<file path="config.mk">
export PLATFORM = sky130hd
export DESIGN_NAME = debounced_bcd_counter
export DESIGN_NICKNAME = d
export VERILOG_FILES = /design/src/rtl/debounced_bcd_counter.sv
export SDC_FILE = /design/constraint.sdc
export NUM_CORES = 1
export LEC_CHECK = 0
export BUFFER_PORTS_ARGS = -buffer_cell sky130_fd_sc_hd__buf_2
export CAP_MARGIN = 10
export CORE_MARGIN = 1.5
export CORE_UTILIZATION = 55
export DETAILED_ROUTE_END_ITERATION = 10
export PLACE_DENSITY = 0.72
export RECOVER_POWER = 50
export SYNTH_ARGS = -nofsm -noshare
export SYNTH_HDL_FRONTEND = slang
export SYNTH_SLANG_ARGS = --single-unit
</file>
<file path="constraint.sdc">
create_clock -name clk -period 4.95 [get_ports clk]
set_input_delay 0.99 -clock clk [delete_from_list [all_inputs] [get_ports clk]]
set_output_delay 0.99 -clock clk [all_outputs]
set_load 0.03 [all_outputs]
</file>
<file path="src/rtl/debounced_bcd_counter.sv">
// Four-digit BCD up/down event counter fed by raw push buttons.
// Each button is synchronised, debounced and edge-detected; clean presses
// step a modulo-10000 BCD count whose digits drive active-high segment
// enables (bit0=a .. bit3=d, bit4=f, bit5=g, bit6=e) for the hex stage.

module debounced_bcd_counter_btn #(
  parameter int DEBOUNCE_CYCLES = 16
) (
  input  logic clk,
  input  logic rst,
  input  logic raw,
  output logic pulse
);

  localparam logic [23:0] DB_LAST = 24'(DEBOUNCE_CYCLES - 1);

  logic        sync1;
  logic        sync2;
  logic        acc;
  logic [23:0] db_cnt;

  // Two-flop synchroniser, mismatch-counting debouncer and rising-edge pulse.
  // The pulse is registered on the same edge the accepted level rises.
  always_ff @(posedge clk) begin
    if (rst) begin
      sync1  <= 1'b0;
      sync2  <= 1'b0;
      acc    <= 1'b0;
      db_cnt <= '0;
      pulse  <= 1'b0;
    end else begin
      sync1 <= raw;
      sync2 <= sync1;
      pulse <= 1'b0;
      if (sync2 == acc) begin
        db_cnt <= '0;
      end else if (db_cnt == DB_LAST) begin
        acc    <= ~acc;
        db_cnt <= '0;
        pulse  <= ~acc;
      end else begin
        db_cnt <= db_cnt + 24'd1;
      end
    end
  end

endmodule

module debounced_bcd_counter #(
  parameter int DEBOUNCE_CYCLES = 16,
  parameter int BLANK_LZ        = 1
) (
  input  logic        clk,
  input  logic        rst,
  input  logic        btn_inc,
  input  logic        btn_dec,
  input  logic        clr,
  output logic [15:0] count_bcd,
  output logic [6:0]  seg0,
  output logic [6:0]  seg1,
  output logic [6:0]  seg2,
  output logic [6:0]  seg3,
  output logic        wrap
);

  localparam logic BLANK = (BLANK_LZ != 0);
  localparam logic [6:0] SEG_RST_UPPER = BLANK ? 7'h00 : 7'h5F;

  logic        inc_p;
  logic        dec_p;
  logic [15:0] cnt_next;
  logic        wrap_next;
  logic        blank1;
  logic        blank2;
  logic        blank3;

  debounced_bcd_counter_btn #(.DEBOUNCE_CYCLES(DEBOUNCE_CYCLES)) u_btn_inc (
    .clk   (clk),
    .rst   (rst),
    .raw   (btn_inc),
    .pulse (inc_p)
  );

  debounced_bcd_counter_btn #(.DEBOUNCE_CYCLES(DEBOUNCE_CYCLES)) u_btn_dec (
    .clk   (clk),
    .rst   (rst),
    .raw   (btn_dec),
    .pulse (dec_p)
  );

  function automatic logic [15:0] bcd_inc(input logic [15:0] v);
    logic [15:0] r;
    logic        carry;
    r     = v;
    carry = 1'b1;
    for (int i = 0; i < 4; i++) begin
      if (carry) begin
        if (v[i*4 +: 4] >= 4'd9) begin
          r[i*4 +: 4] = 4'd0;
        end else begin
          r[i*4 +: 4] = v[i*4 +: 4] + 4'd1;
          carry       = 1'b0;
        end
      end
    end
    return r;
  endfunction

  function automatic logic [15:0] bcd_dec(input logic [15:0] v);
    logic [15:0] r;
    logic        borrow;
    r      = v;
    borrow = 1'b1;
    for (int i = 0; i < 4; i++) begin
      if (borrow) begin
        if (v[i*4 +: 4] == 4'd0) begin
          r[i*4 +: 4] = 4'd9;
        end else begin
          r[i*4 +: 4] = v[i*4 +: 4] - 4'd1;
          borrow      = 1'b0;
        end
      end
    end
    return r;
  endfunction

  function automatic logic [6:0] glyph(input logic [3:0] d);
    logic [6:0] g;
    case (d)
      4'd0:    g = 7'h5F;
      4'd1:    g = 7'h06;
      4'd2:    g = 7'h6B;
      4'd3:    g = 7'h2F;
      4'd4:    g = 7'h36;
      4'd5:    g = 7'h3D;
      4'd6:    g = 7'h7D;
      4'd7:    g = 7'h07;
      4'd8:    g = 7'h7F;
      4'd9:    g = 7'h3F;
      default: g = 7'h00;
    endcase
    return g;
  endfunction

  // Next count and wrap flag; clr beats simultaneous pulses, which cancel.
  always_comb begin
    cnt_next  = count_bcd;
    wrap_next = 1'b0;
    if (clr) begin
      cnt_next = 16'h0000;
    end else if (inc_p && dec_p) begin
      cnt_next = count_bcd;
    end else if (inc_p) begin
      cnt_next  = bcd_inc(count_bcd);
      wrap_next = (count_bcd == 16'h9999);
    end else if (dec_p) begin
      cnt_next  = bcd_dec(count_bcd);
      wrap_next = (count_bcd == 16'h0000);
    end
  end

  // Count and wrap registers.
  always_ff @(posedge clk) begin
    if (rst) begin
      count_bcd <= 16'h0000;
      wrap      <= 1'b0;
    end else begin
      count_bcd <= cnt_next;
      wrap      <= wrap_next;
    end
  end

  // Leading-zero blanking looks only at the digits above each position,
  // so interior zeros stay lit.
  always_comb begin
    blank3 = BLANK && (count_bcd[15:12] == 4'd0);
    blank2 = blank3 && (count_bcd[11:8] == 4'd0);
    blank1 = blank2 && (count_bcd[7:4] == 4'd0);
  end

  // Segment registers, one edge behind count_bcd.
  always_ff @(posedge clk) begin
    if (rst) begin
      seg0 <= 7'h5F;
      seg1 <= SEG_RST_UPPER;
      seg2 <= SEG_RST_UPPER;
      seg3 <= SEG_RST_UPPER;
    end else begin
      seg0 <= glyph(count_bcd[3:0]);
      seg1 <= blank1 ? 7'h00 : glyph(count_bcd[7:4]);
      seg2 <= blank2 ? 7'h00 : glyph(count_bcd[11:8]);
      seg3 <= blank3 ? 7'h00 : glyph(count_bcd[15:12]);
    end
  end

endmodule
</file>
==> results.toml <==
[run_status]
status = "finished, final reports clean"

[logic_synthesis]
async_flop_share_pct = 0
synth.net_count = 637
seq_area_frac_synth_pct = 39.7
ys.flop_type = "dfxtp_1"
synth_edf_count = 0
synth_top_area_share_pct = 39.7
avgSynthCellArea_um2 = 8.49
netlist_area_um2 = 5090
yosysUniqueCellTypes = 59
synthCells = 600
synth_top_family_by_area = "simple AND/OR/NAND/NOR gates"
synthMuxAreaShare_pct = 0.614
synth_top_cells_by_area = "dfxtp_1 40%, ha_1 7.9%, nor2_1 7.2%"
synth_compound_area_share_pct = 12.3
yosysWarnings = 0
synth_adder_area_share_pct = 7.86
ys_ff_latch = 101
yosys.area_share.simple_pct = 27.4
synth_xor_area_share_pct = 8.08
synth_area_leader_cell = "dfxtp_1"

[drt]
drt_iter0_drc = 177
via_count = 4247
dr.pass1.iters = 4
wl_per_cell_um = 13.7
antenna_left = 0
routed_wl_um = 10300
via_per_inst = 5.67
route.detailed.drc = 0

[sta]
max_slew_margin_pct = 43.3
clock_skew_ps = 8.87
final.setup.tns_ps = 0
slew_viol_final = 0
worst_slew_pin_slew_ps = 851
finalHoldViolations = 0
final-setup-viol-count = 0
fin_crit_sh_pct = 54.9
fmax_mhz = 368
period_needed_ps = 2720
rsz0062_at_grt = "false"

[worst_hold_path]
min_to = "u_btn_dec.sync2"
hold_path.startpoint = "u_btn_dec.sync1"
min_delay_path_depth = 1
hold_path.class = "flip-flop to flip-flop"

[place]
dp.cells = 734
dp_hpwl_um = 7040
portBuffers = 49
gp_congestion = 0.870

[pwr]
p_leak_nw = 2.02
fin_total_pwr_mw = 1.41
powerDensity_nw_per_um2 = 257
irDropWorstVdd_v = 0.000113

[layout]
num-nets-final = 674
final_layout_size_suffix_gt1_share_pct = 6.71
area_growth_pct = 7.81
fin_cells = 749
n_antenna_cell = 0
utilization_pct = 62.1

[clock_tree]
cts_made_buffers = 9
cts.sinks = 101
post_cts_buffers = 0
clkLatencyLatePin_ps = 360
cts_tree = "done"
cts_resized = 0
cts.clk_slew.worst_paths_ps = 90
clk_path_buf_depth = 2
cts_root_buffer = "clkbuf_8"
postCtsHoldBufs = 0
htreeDepth = 3

[setup_path]
reg2reg_to = "count_bcd[14]"
start_kind = "flip-flop"
required_ps = 5250
crit_fanout = 11
rr_startpoint = "count_bcd[1]"
end_kind = "flip-flop"
crit_type = "flip-flop to flip-flop"
reg2reg_slack_ps = 2230
crit_arrival_ps = 3020
r2r.worst_path.cells = 7

[grt]
grt_use_total_pct = 21.4
grt_max_degree = 40
overflow = 0
grt_pass1_vias = 3888
grt_pass1_wl_um = 17400
antenna_found_initial = 0

[floorplan]
die_area_um2 = 9850
fp-row-count = 34
die_h_um = 99.2
ios = 50
chipWidth_um = 99.2
fp.coreArea_um2 = 8850
start_util_pct = 57.6

[job]
drv_cap = 0
sequential cells by signal (all words and copies together), names as in the netlist, 7 cells and up:
register,cells
u_btn_dec.db_cnt,24
u_btn_inc.db_cnt,24
count_bcd,16
seg0,7
seg1,7
seg2,7
seg3,7
worst max-delay path, cell delays in order, from the launching register on:
cell and delay [ps]:
dfxtp_1 550, inv_1 190, ha_1 270, nor3b_1 190
o2bb2ai_1 640, nand3_4 220, or4_1 510, o21ai_1 80
routing by layer:
layer	global-route usage, %	share of wire (%)	vias up
li1	-	-	2152
met1	28.0	47	1995
met2	36.4	49	85
met3	2.81	3.3	15
met4	7.80	1.5	0
met5	0	0	-
synthesized netlist by cell type, types with 2 or more instances:
cell type / n
a211oi_1: 6
a21oi_1: 37
a311oi_1: 2
a31oi_1: 8
and2_1: 2
and3_1: 8
and4_1: 3
and4b_1: 3
buf_2: 6
buf_4: 2
buf_6: 3
clkbuf_1: 13
clkinv_1: 2
dfxtp_1: 101
ha_1: 32
inv_1: 18
mux2i_1: 2
nand2_1: 48
nand2b_1: 7
nand3_1: 26
nand4_1: 12
nor2_1: 98
nor2b_1: 12
nor3_1: 11
nor3b_1: 8
nor4_1: 9
nor4_2: 5
o211ai_1: 4
o21a_1: 3
o21ai_0: 24
o22ai_1: 3
o31ai_1: 2
or2_2: 2
or3_1: 4
or3b_1: 2
or4_1: 4
xnor2_1: 15
xor2_1: 32
worst max-delay path by stage:
| stage | endpoint | cells after the start | start |
|---|---|---|---|
| after global routing | count_bcd[14] | 7 | count_bcd[1] |
| final | count_bcd[14] | 7 | count_bcd[1] |
| after detailed placement | count_bcd[14] | 7 | count_bcd[5] |
| after global placement | count_bcd[14] | 7 | count_bcd[0] |
| after CTS | count_bcd[7] | 1 | count_bcd[7] |
| after floorplan | count_bcd[14] | 7 | count_bcd[5] |
layout by cell type (no fill, tap or decap), types with 3 or more instances in the layout:
cell / instances
dfxtp_1: 101
nor2_1: 98
nand2_1: 48
a21oi_1: 37
clkbuf_1: 33
xor2_1: 32
ha_1: 32
nand3_1: 26
o21ai_0: 24
inv_1: 18
buf_2: 17
xnor2_1: 15
nand4_1: 12
nor2b_1: 12
nor3_1: 11
nor4_1: 11
clkbuf_8: 10
nor3b_1: 9
a31oi_1: 8
and3_1: 8
nand2b_1: 7
a211oi_1: 6
o211ai_1: 4
or4_1: 4
or3_1: 4
o21a_1: 3
o22ai_1: 3
and4b_1: 3
and4_1: 3
nor4_2: 3
cells by family (layout without fill, tap and decap cells):
| kind of cell | Yosys count | after routing |
|---|---|---|
| AOI/OAI and AO/OA | 101 | 101 |
| xor gates and xnor gates | 47 | 47 |
| adders and majority gates | 32 | 32 |
| buffers and inverters | 45 | 86 |
| DFF | 101 | 101 |
| muxes | 3 | 3 |
| and+or+nand+nor | 271 | 271 |
layout make-up:
cell class,count,area (um2)
clock buffers,10,138
clock inverters,5,82.6
fillers,801,3360
inverters,20,75.1
multi-input cells,454,2820
flip-flops and latches,101,2020
well taps,108,135
repair buffers,51,216
power breakdown:
group,switching [mW],internal (mW),total [mW]
logic,0.0102,0.00353,0.0137
registers,0.00114,0.814,0.815
clock network,0.282,0.298,0.580
total,0.293,1.12,1.41
metrics by stage:
| stage | worst slack, ps | hold slack [ps] | area (um2) |
|---|---|---|---|
| 5_1_grt | 1940 | 465 | 5490 |
| 4_1_cts | 2530 | 445 | 5580 |
| 3_5_place_dp | 2620 | 426 | 5360 |
| 6_report | 2230 | 447 | 5490 |
| 3_3_place_gp | 2630 | 417 | 5360 |
| 2_1_floorplan | 2660 | 414 | 5090 |
(Power assumes the default switching activity.)
